===== src/rtl/stack_pkg.sv =====
// -----------------------------------------------------------------------------
// stack_pkg
//   Shared types for the stack-pointer sequencer.
//   - op_e     : request opcode driven by the control unit on req_op
//   - state_e  : sequencer FSM states
//   - default stack geometry (empty-stack SP and lowest legal SP)
//   - drives_mem(): which states own the memory bus
// -----------------------------------------------------------------------------
package stack_pkg;

    // Request opcodes. 2'b11 is deliberately left undefined: the sequencer
    // accepts it and retires it next cycle without side effects.
    typedef enum logic [1:0] {
        OP_PUSH = 2'b00,
        OP_POP  = 2'b01,
        OP_LOAD = 2'b10
    } op_e;

    typedef enum logic [2:0] {
        S_IDLE     = 3'd0,
        S_PUSH_DEC = 3'd1,
        S_PUSH_WR  = 3'd2,
        S_POP_RD   = 3'd3,
        S_POP_INC  = 3'd4,
        S_LOAD     = 3'd5
    } state_e;

    // Empty stack sits at the top; the stack grows toward lower addresses.
    localparam logic [31:0] DEFAULT_STACK_BASE  = 32'h0001_0000;
    localparam logic [31:0] DEFAULT_STACK_LIMIT = 32'h0000_F000;

    // States in which the sequencer owns the memory bus and SP drives the
    // address bus.
    function automatic logic drives_mem(input state_e s);
        return (s == S_PUSH_WR) || (s == S_POP_RD);
    endfunction

endpackage


===== src/rtl/stack_seq.sv =====
// -----------------------------------------------------------------------------
// stack_seq
//   Stack-pointer sequencer. Turns PUSH / POP / LOAD requests into SP control
//   strobes and single-word memory accesses. The SP register itself lives next
//   to this block at CPU top level: SP drives the address bus, this block
//   drives the data bus and strobes.
//
//   Optional feature macro: STACK_BOUNDS_CHECK_EN
//     defined   : PUSH at STACK_LIMIT and POP at STACK_BASE retire immediately
//                 with done+fault and no SP or memory activity.
//     undefined : no comparators, fault is constant 0.
//
// Ports
//   clk, rst           clock; asynchronous active-high reset
//   req_valid/ready    request handshake (ready only while IDLE)
//   req_op, req_data   opcode (stack_pkg::op_e) and PUSH word / LOAD SP value
//   done               one-cycle pulse when an accepted request retires
//   rsp_data           POP result, valid with done on a POP
//   fault              one-cycle pulse with done on overflow/underflow
//   sp_value           current SP (direct output of the SP register)
//   sp_oe_a            SP drives the address bus
//   sp_ld, sp_in       SP load strobe and load value
//   sp_pre_dec         SP decrement strobe (before a PUSH write)
//   sp_post_inc        SP increment strobe (after a POP read)
//   mem_req/we/wdata   memory request, held until mem_ack
//   mem_rdata, mem_ack memory read data and completion
//
// Timing
//   All outputs are registered and decoded from the next state, so they
//   change only at clock edges (or asynchronously on rst).
//   Counting the accept cycle as cycle 0:
//     LOAD : sp_ld + done in cycle 1
//     POP  : mem_req from cycle 1; post_inc + done in the cycle after mem_ack
//     PUSH : pre_dec in cycle 1, mem_req from cycle 2; done is registered off
//            mem_ack, so it appears in the cycle after the ack, which is also
//            the first IDLE cycle (back-to-back PUSHes every 3rd cycle).
// -----------------------------------------------------------------------------
module stack_seq
    import stack_pkg::*;
#(
    parameter int               WIDTH       = 32,
    parameter logic [WIDTH-1:0] STACK_BASE  = WIDTH'(DEFAULT_STACK_BASE),
    parameter logic [WIDTH-1:0] STACK_LIMIT = WIDTH'(DEFAULT_STACK_LIMIT)
) (
    input  logic             clk,
    input  logic             rst,

    input  logic             req_valid,
    output logic             req_ready,
    input  logic [1:0]       req_op,
    input  logic [WIDTH-1:0] req_data,
    output logic             done,
    output logic [WIDTH-1:0] rsp_data,
    output logic             fault,

    input  logic [WIDTH-1:0] sp_value,
    output logic             sp_oe_a,
    output logic             sp_ld,
    output logic [WIDTH-1:0] sp_in,
    output logic             sp_pre_dec,
    output logic             sp_post_inc,

    output logic             mem_req,
    output logic             mem_we,
    output logic [WIDTH-1:0] mem_wdata,
    input  logic [WIDTH-1:0] mem_rdata,
    input  logic             mem_ack
);

    // -------------------------------------------------------------------------
    // State and registered outputs
    // -------------------------------------------------------------------------
    state_e           state_reg;
    state_e           state_next;

    logic             req_ready_reg;
    logic             done_reg;
    logic             done_next;
    logic             fault_reg;
    logic             fault_next;
    logic [WIDTH-1:0] rsp_data_reg;
    logic             sp_oe_a_reg;
    logic             sp_ld_reg;
    logic [WIDTH-1:0] sp_in_reg;
    logic             sp_pre_dec_reg;
    logic             sp_post_inc_reg;
    logic             mem_req_reg;
    logic             mem_we_reg;
    logic [WIDTH-1:0] mem_wdata_reg;

    // -------------------------------------------------------------------------
    // Stack bounds detection (sampled against SP at the accept cycle)
    // -------------------------------------------------------------------------
    logic push_blocked;
    logic pop_blocked;

`ifdef STACK_BOUNDS_CHECK_EN
    assign push_blocked = (sp_value == STACK_LIMIT);
    assign pop_blocked  = (sp_value == STACK_BASE);
`else
    assign push_blocked = 1'b0;
    assign pop_blocked  = 1'b0;

    // SP value and stack geometry only feed the bounds comparators.
    logic unused_bounds;
    assign unused_bounds = ^{sp_value, STACK_BASE, STACK_LIMIT};
`endif

    // -------------------------------------------------------------------------
    // Next-state logic
    // -------------------------------------------------------------------------
    always_comb begin
        state_next = state_reg;
        done_next  = 1'b0;
        fault_next = 1'b0;

        case (state_reg)
            S_IDLE: begin
                // req_ready is high exactly when the FSM is idle, so a valid
                // request seen here is an accepted request.
                if (req_valid) begin
                    case (op_e'(req_op))
                        OP_PUSH: begin
                            if (push_blocked) begin
                                done_next  = 1'b1;
                                fault_next = 1'b1;
                            end else begin
                                state_next = S_PUSH_DEC;
                            end
                        end
                        OP_POP: begin
                            if (pop_blocked) begin
                                done_next  = 1'b1;
                                fault_next = 1'b1;
                            end else begin
                                state_next = S_POP_RD;
                            end
                        end
                        OP_LOAD: begin
                            state_next = S_LOAD;
                        end
                        default: begin
                            // Undefined opcode: retire next cycle, no effects.
                            done_next = 1'b1;
                        end
                    endcase
                end
            end

            S_PUSH_DEC: begin
                state_next = S_PUSH_WR;
            end

            S_PUSH_WR: begin
                if (mem_ack) begin
                    done_next  = 1'b1;
                    state_next = S_IDLE;
                end
            end

            S_POP_RD: begin
                if (mem_ack) begin
                    state_next = S_POP_INC;
                end
            end

            S_POP_INC: begin
                state_next = S_IDLE;
            end

            S_LOAD: begin
                state_next = S_IDLE;
            end

            default: begin
                state_next = S_IDLE;
            end
        endcase

        // POP and LOAD retire in the same cycle as their SP strobe.
        if ((state_next == S_POP_INC) || (state_next == S_LOAD)) begin
            done_next = 1'b1;
        end
    end

    // -------------------------------------------------------------------------
    // State register and output registers. Outputs are decoded from
    // state_next so they line up with the state they belong to.
    // -------------------------------------------------------------------------
    always_ff @(posedge clk or posedge rst) begin
        if (rst) begin
            state_reg       <= S_IDLE;
            req_ready_reg   <= 1'b1;
            done_reg        <= 1'b0;
            fault_reg       <= 1'b0;
            rsp_data_reg    <= '0;
            sp_oe_a_reg     <= 1'b0;
            sp_ld_reg       <= 1'b0;
            sp_in_reg       <= '0;
            sp_pre_dec_reg  <= 1'b0;
            sp_post_inc_reg <= 1'b0;
            mem_req_reg     <= 1'b0;
            mem_we_reg      <= 1'b0;
            mem_wdata_reg   <= '0;
        end else begin
            state_reg       <= state_next;
            req_ready_reg   <= (state_next == S_IDLE);
            done_reg        <= done_next;
            fault_reg       <= fault_next;
            sp_oe_a_reg     <= drives_mem(state_next);
            mem_req_reg     <= drives_mem(state_next);
            mem_we_reg      <= (state_next == S_PUSH_WR);
            sp_pre_dec_reg  <= (state_next == S_PUSH_DEC);
            sp_post_inc_reg <= (state_next == S_POP_INC);
            sp_ld_reg       <= (state_next == S_LOAD);

            // Capture request data only for ops that will actually use it,
            // so a faulted PUSH leaves the write-data bus untouched.
            if ((state_reg == S_IDLE) && (state_next == S_PUSH_DEC)) begin
                mem_wdata_reg <= req_data;
            end
            if ((state_reg == S_IDLE) && (state_next == S_LOAD)) begin
                sp_in_reg <= req_data;
            end

            if ((state_reg == S_POP_RD) && mem_ack) begin
                rsp_data_reg <= mem_rdata;
            end
        end
    end

    // -------------------------------------------------------------------------
    // Output assignments
    // -------------------------------------------------------------------------
    assign req_ready   = req_ready_reg;
    assign done        = done_reg;
    assign fault       = fault_reg;
    assign rsp_data    = rsp_data_reg;
    assign sp_oe_a     = sp_oe_a_reg;
    assign sp_ld       = sp_ld_reg;
    assign sp_in       = sp_in_reg;
    assign sp_pre_dec  = sp_pre_dec_reg;
    assign sp_post_inc = sp_post_inc_reg;
    assign mem_req     = mem_req_reg;
    assign mem_we      = mem_we_reg;
    assign mem_wdata   = mem_wdata_reg;

endmodule

===== config.mk =====
export PLATFORM = sky130hd
export DESIGN_NAME = stack_seq
export DESIGN_NICKNAME = d
export VERILOG_FILES = /design/src/rtl/stack_pkg.sv /design/src/rtl/stack_seq.sv
export SDC_FILE = /design/constraint.sdc
export NUM_CORES = 1
export LEC_CHECK = 0
export BUFFER_PORTS_ARGS = -buffer_cell sky130_fd_sc_hd__buf_2
export CORE_ASPECT_RATIO = 0.8
export CORE_MARGIN = 8
export CORE_UTILIZATION = 30
export DETAILED_ROUTE_END_ITERATION = 8
export SETUP_SLACK_MARGIN = 0.5
export SLEW_MARGIN = 40
export SYNTH_ARGS = -nofsm -noshare
export SYNTH_HDL_FRONTEND = slang
export SYNTH_SLANG_ARGS = --single-unit

===== constraint.sdc =====
create_clock -name clk -period 3.11 [get_ports clk]
set_clock_uncertainty 0.15 [all_clocks]
set_input_delay 0 -clock clk [delete_from_list [all_inputs] [get_ports clk]]
set_output_delay 0 -clock clk [all_outputs]
set_load 0.02 [all_outputs]

==> impl_metrics.ini, run 1 <==
[setup_path]
critPathArrivalTime_ns = 2.25
critPathCaptureType = flip-flop
cpPeakStageDelay_ns = 0.59
path_cells = nor2_4 -> nand4b_4 -> mux2_1
crit_family = simple AND/OR/NAND/NOR gates
crit_type = flip-flop to flip-flop
critPathSlowestCell = nand4b_4
cp-start-kind = flip-flop
crit_required_ns = 3.17
worstPathMaxFanout = 33
crit_buf_inv = 0

[global_route]
grt_busiest_layer = met2
grt_pass1_vias = 3168
use_met2_pct = 18.6
grt_max_degree = 52
grt_overflow = 0
grt_pass1_wl_um = 16700
grt_use_met3_pct = 4.92
use_met1_pct = 13.8
antenna_found_initial = 0
grt_use_total_pct = 11.5

[layout]
diodes = 0
drive_above_1_share_pct = 54.1
stdcell_area_sq_um = 6200
nets = 588
area_delta_synth_final_pct = 49.7
utilization_pct = 45.9

[place]
hpwl_um = 7160
placed_area_sq_um = 5210
portBuffers = 173
gp_congestion = 0.716
pre_cts_slack_ns = 0.883

[synthesis]
ys_ff_latch = 106
synth_common_cells = dfrtp_1, mux2_2, mux2_1
yosysTopAreaCell = dfrtp_1
synth_area_sq_um = 4140
yosysTopAreaCellShare_pct = 63.5
synth_edf_count = 0
async_reset_ff_share_pct = 100
yosysMostFrequentCell = dfrtp_1
yosysWarnings = 0
syn_inst = 242
yosysUniqueCellTypes = 24
yosysSeqAreaShare_pct = 64.1
syn_avg_cell_area_sq_um = 17.1
synth_nets = 344
synth_area_leaders = dfrtp_1, mux2_2, mux2_4, mux2_1, buf_6
synth_flop_cell = dfrtp_1

[die]
rows = 38
dieWidth_um = 147
start_util_pct = 30.7
dieArea_sq_um = 17800
core_area_sq_um = 13500
ios = 207
dieHeight_um = 121

[sta]
timing.slew.headroom_pct = 53.3
finalCritPeriodShare_pct = 70.3
tns_ns = 0
worst_slew_pin_slew_ns = 0.699
slew_viol_final = 0
worst_slack_ns = 0.923
finalSetupViolations = 0
finalHoldViolations = 0
rsz0062_at_grt = false
fmax_mhz = 457
finalCriticalPeriod_ns = 2.19

[clocking]
clock_sinks = 106
htree_levels = 3
clk_latency_ns = 0.33
numCtsBuffers = 9
clockRootBuffer = clkbuf_16
cts_tree = built
clock_path_buffers = 2
hold_buffers = 69
post-cts-setup-buffers = 0
cts_resized = 0
cts.clk_slew.worst_paths_ns = 0.07

[pwr]
power_density_nw_per_um2 = 988
ir_drop_mv = 0.453
p_leak_nw = 3.17

[job]
cap_violations = 0

[hold_path]
hp-class = input pin to asynchronous set/reset pin

[detailed_routing]
routed_via_density = 4.23
drcViolationCount = 0
wl_per_cell_um = 15.1
via_count = 2836
drtIter0Drc = 57
dr.pass1.iters = 3
postRouteWirelength_um = 10100
antenna_left = 0

[run_status]
outcome = finished, final reports clean
layout by cell type (no fill, tap or decap):
master           n
a21o_1           1
a21oi_1          3
a221oi_1         2
a32oi_1          1
buf_12           2
buf_16           1
buf_2          173
buf_4            1
bufinv_16        1
clkbuf_1         1
clkbuf_16        9
clkbuf_8         1
clkinvlp_4       4
conb_1           1
dfrtp_1        105
dfstp_2          1
dlygate4sd3_1   69
inv_1            5
mux2_1          29
mux2_2          39
mux2_4          28
nand2_1          2
nand3_1          2
nand3b_1         1
nand4_4          1
nand4b_4         2
nor2_1           2
nor2_2           1
nor2_4           1
nor3b_1          1
layout make-up:
| type | count | area, sq um |
|---|---|---|
| Fill cell | 1202 | 7310 |
| Sequential cell | 106 | 2650 |
| Timing Repair Buffer | 246 | 1630 |
| Multi-Input combinational cell | 117 | 1370 |
| Clock buffer | 11 | 243 |
| Tap cell | 180 | 225 |
| Clock inverter | 4 | 52.6 |
| Inverter | 6 | 26.3 |
power breakdown:
part	leakage [nW]	internal [mW]	total (mW)	switching, mW
Clock	0.134	0.642	1.11	0.469
Sequential	1.29	2.05	2.40	0.355
Combinational	1.74	1.15	2.61	1.47
cells by family after synthesis:
group / count (synthesis) / share of synthesized area (%)
flip-flops: 106 / 64.1
AND/OR/NAND/NOR: 13 / 2.84
other: 1 / 0.0906
buffers and inverters: 19 / 3.14
multiplexers: 96 / 28.6
AO/OA/AOI/OAI: 7 / 1.18
worst paths after layout:
check,from,endpoint,slack (ns),depth (start not counted)
setup / recovery,state_reg[1],mem_wdata[2],0.92,3
hold / removal,rst,rsp_data[2],0.10,3
setup reg to reg,state_reg[1],mem_wdata[2],0.92,3
hold reg to reg,mem_wdata[9],mem_wdata[9],0.34,1
max in group asynchronous,rst,req_ready,1.86,5
min in group clk,req_data[19],mem_wdata[19],0.28,3
worst min-delay path, cell delays in order:
cell	delay [ns]
dlygate4sd3_1	0.53
buf_2	0.13
clkinvlp_4	0.37
layer usage:
metal / vias to the layer above / wire (um)
met5: - / 0
met4: 0 / 120
met3: 7 / 858
met2: 101 / 4860
met1: 1393 / 4290
li1: 1335 / -
through the flow:
step	cells	total power [mW]	hold WS, ns
6_report	670	6.12	0.104
5_1_grt	670	6.50	0.140
4_1_cts	670	6.24	0.108
3_5_place_dp	586	5.01	-0.0725
3_3_place_gp	584	4.94	0.0759
2_1_floorplan	242	4.06	-0.0451
(Power assumes the default switching activity.)
==> inputs of run 2 (changes only) <==
==> constraint.sdc (replaced) <==
create_clock -name clk -period 2.2 [get_ports clk]
set_clock_uncertainty 0.15 [all_clocks]
set_input_delay 0 -clock clk [delete_from_list [all_inputs] [get_ports clk]]
set_output_delay 0 -clock clk [all_outputs]
set_load 0.02 [all_outputs]
==> run 2 against run 1 <==
Non-clock buffer count rose by 2. Critical path depth rose by 1. Maximum frequency rose by 34%. Power rose by 41%. Via count rose by 1.4%. Largest cell class unchanged.
==> impl_metrics.ini, run 2 (synthesis results as in run 1) <==
[global_route]
grt_use_total_pct = 11.8
grt_overflow = 0
grt_pass1_vias = 3204
antenna_found_initial = 0
grt_max_degree = 107
grt_pass1_wl_um = 16800

[pwr]
power_density_nw_per_um2 = 1400
power.switching_mw = 3.25
p_leak_nw = 3.17
power.share.sequential_pct = 39.2
combPwrFrac_pct = 42.9
switching_share_pct = 37.5
ir_drop_mv = 0.639
pwr-share-clk_pct = 17.9
p_int_mw = 5.41

[clocking]
clockRootBuffer = clkbuf_16
clk_latency_ns = 0.35
clock_sinks = 106
cts.clk_slew.worst_paths_ns = 0.07
clock_path_buffers = 2
cts_tree = built
htree_levels = 3
numCtsBuffers = 9

[layout]
drive_above_1_share_pct = 54.9
area_delta_synth_final_pct = 49.7
most-common-layout-cells = buf_2, dfrtp_1, dlygate4sd3_1
diodes = 0
finalNonFillerCells = 672
mostFrequentLayoutCell = buf_2
nets = 590

[die]
dieArea_sq_um = 17800
rows = 38
core_area_sq_um = 13500
ios = 207
dieHeight_um = 121
dieWidth_um = 147
start_util_pct = 30.7

[place]
portBuffers = 173
hpwl_um = 6910
placed_cells = 587
gp_congestion = 0.710

[run_status]
outcome = finished, final reports clean

[detailed_routing]
drcViolationCount = 0
antenna_left = 0
wl_per_cell_um = 15.3
routed_via_density = 4.28
drtIter0Drc = 117
postRouteWirelength_um = 10300
via_count = 2875
dr.pass1.iters = 4

[sta]
finalSetupViolations = 0
fmax_mhz = 614
finalCriticalPeriod_ns = 1.63
rsz0062_at_grt = false
slew_viol_final = 0
finalCritPeriodShare_pct = 74.1
worst_slew_pin_slew_ns = 0.591
timing.slew.headroom_pct = 60.6
tns_ns = 0
finalHoldViolations = 0

[job]
cap_violations = 0

[setup_path]
critPathCaptureType = flip-flop
critPathArrivalTime_ns = 1.71
timing.rr.start = state_reg[1]
crit_required_ns = 2.28
cp-start-kind = flip-flop
worstPathMaxFanout = 33
cp-startpoint = state_reg[1]
crit_type = flip-flop to flip-flop

[hold_path]
hp-class = input pin to asynchronous set/reset pin
run 2: worst max-delay path, stage by stage, from the launching register on:
cell	delay (ns)
dfrtp_2	0.48
nor2_4	0.19
nand4b_4	0.12
buf_8	0.21
mux2_1	0.34
run 2: power by group through the flow:
stage	sequential [mW]	combinational, mW	clock, mW
after floorplan	4.52	1.22	0
after detailed placement	3.40	3.66	0
final	3.39	3.72	1.55
after global placement	3.36	3.62	0
after global routing	3.51	3.97	1.72
after CTS	3.39	3.78	1.63
run 2: per-layer routing:
metal  up-vias  part of all wire (%)  global-route usage [%]
met4         0                   1.3                    4.13
met3        10                   8.6                    5.67
met1      1427                    41                    13.7
li1       1332                     -                       -
met2       106                    49                    19.0
met5         -                     0                       0
run 2: timing repair:
item                                    4_1_cts  5_1_grt
gates resized for setup                       4        4
hold buffers                                 69        0
setup buffers                                 1        0
endpoints found under the hold margin       208        0
endpoints found under the setup margin       64       83
pin swaps                                     1        1
run 2: cell type report:
class                   count  area (sq um)
clock buffers              10           229
fillers                  1204          7310
multi-input cells         117          1360
clock inverters             5          56.3
inverters                   6          26.3
flip-flops and latches    106          2660
repair buffers            248          1640
well taps                 180           225
run 2: worst paths after layout:
| kind | endpoint | slack [ns] | depth (start not counted) |
|---|---|---|---|
| hold reg to reg | mem_wdata[9] | 0.33 | 1 |
| setup / recovery | mem_wdata[8] | 0.57 | 4 |
| hold / removal | rsp_data[1] | 0.17 | 4 |
| setup reg to reg | mem_wdata[8] | 0.57 | 4 |
| min in group clk | mem_wdata[14] | 0.25 | 3 |
| max in group asynchronous | state_reg[0] | 1.21 | 4 |
run 2: metrics by stage:
stage	power [mW]	setup WS [ns]	cell area, sq um	util (%)	hold WS (ns)
2_1_floorplan	5.74	0.575	4140	-	-0.0451
3_3_place_gp	6.98	0.366	5190	38.4	0.0527
3_5_place_dp	7.07	0.328	5190	38.4	0.0601
4_1_cts	8.80	0.508	6190	45.8	0.225
5_1_grt	9.20	0.502	6200	45.9	0.259
6_report	8.66	0.571	6200	45.9	0.167
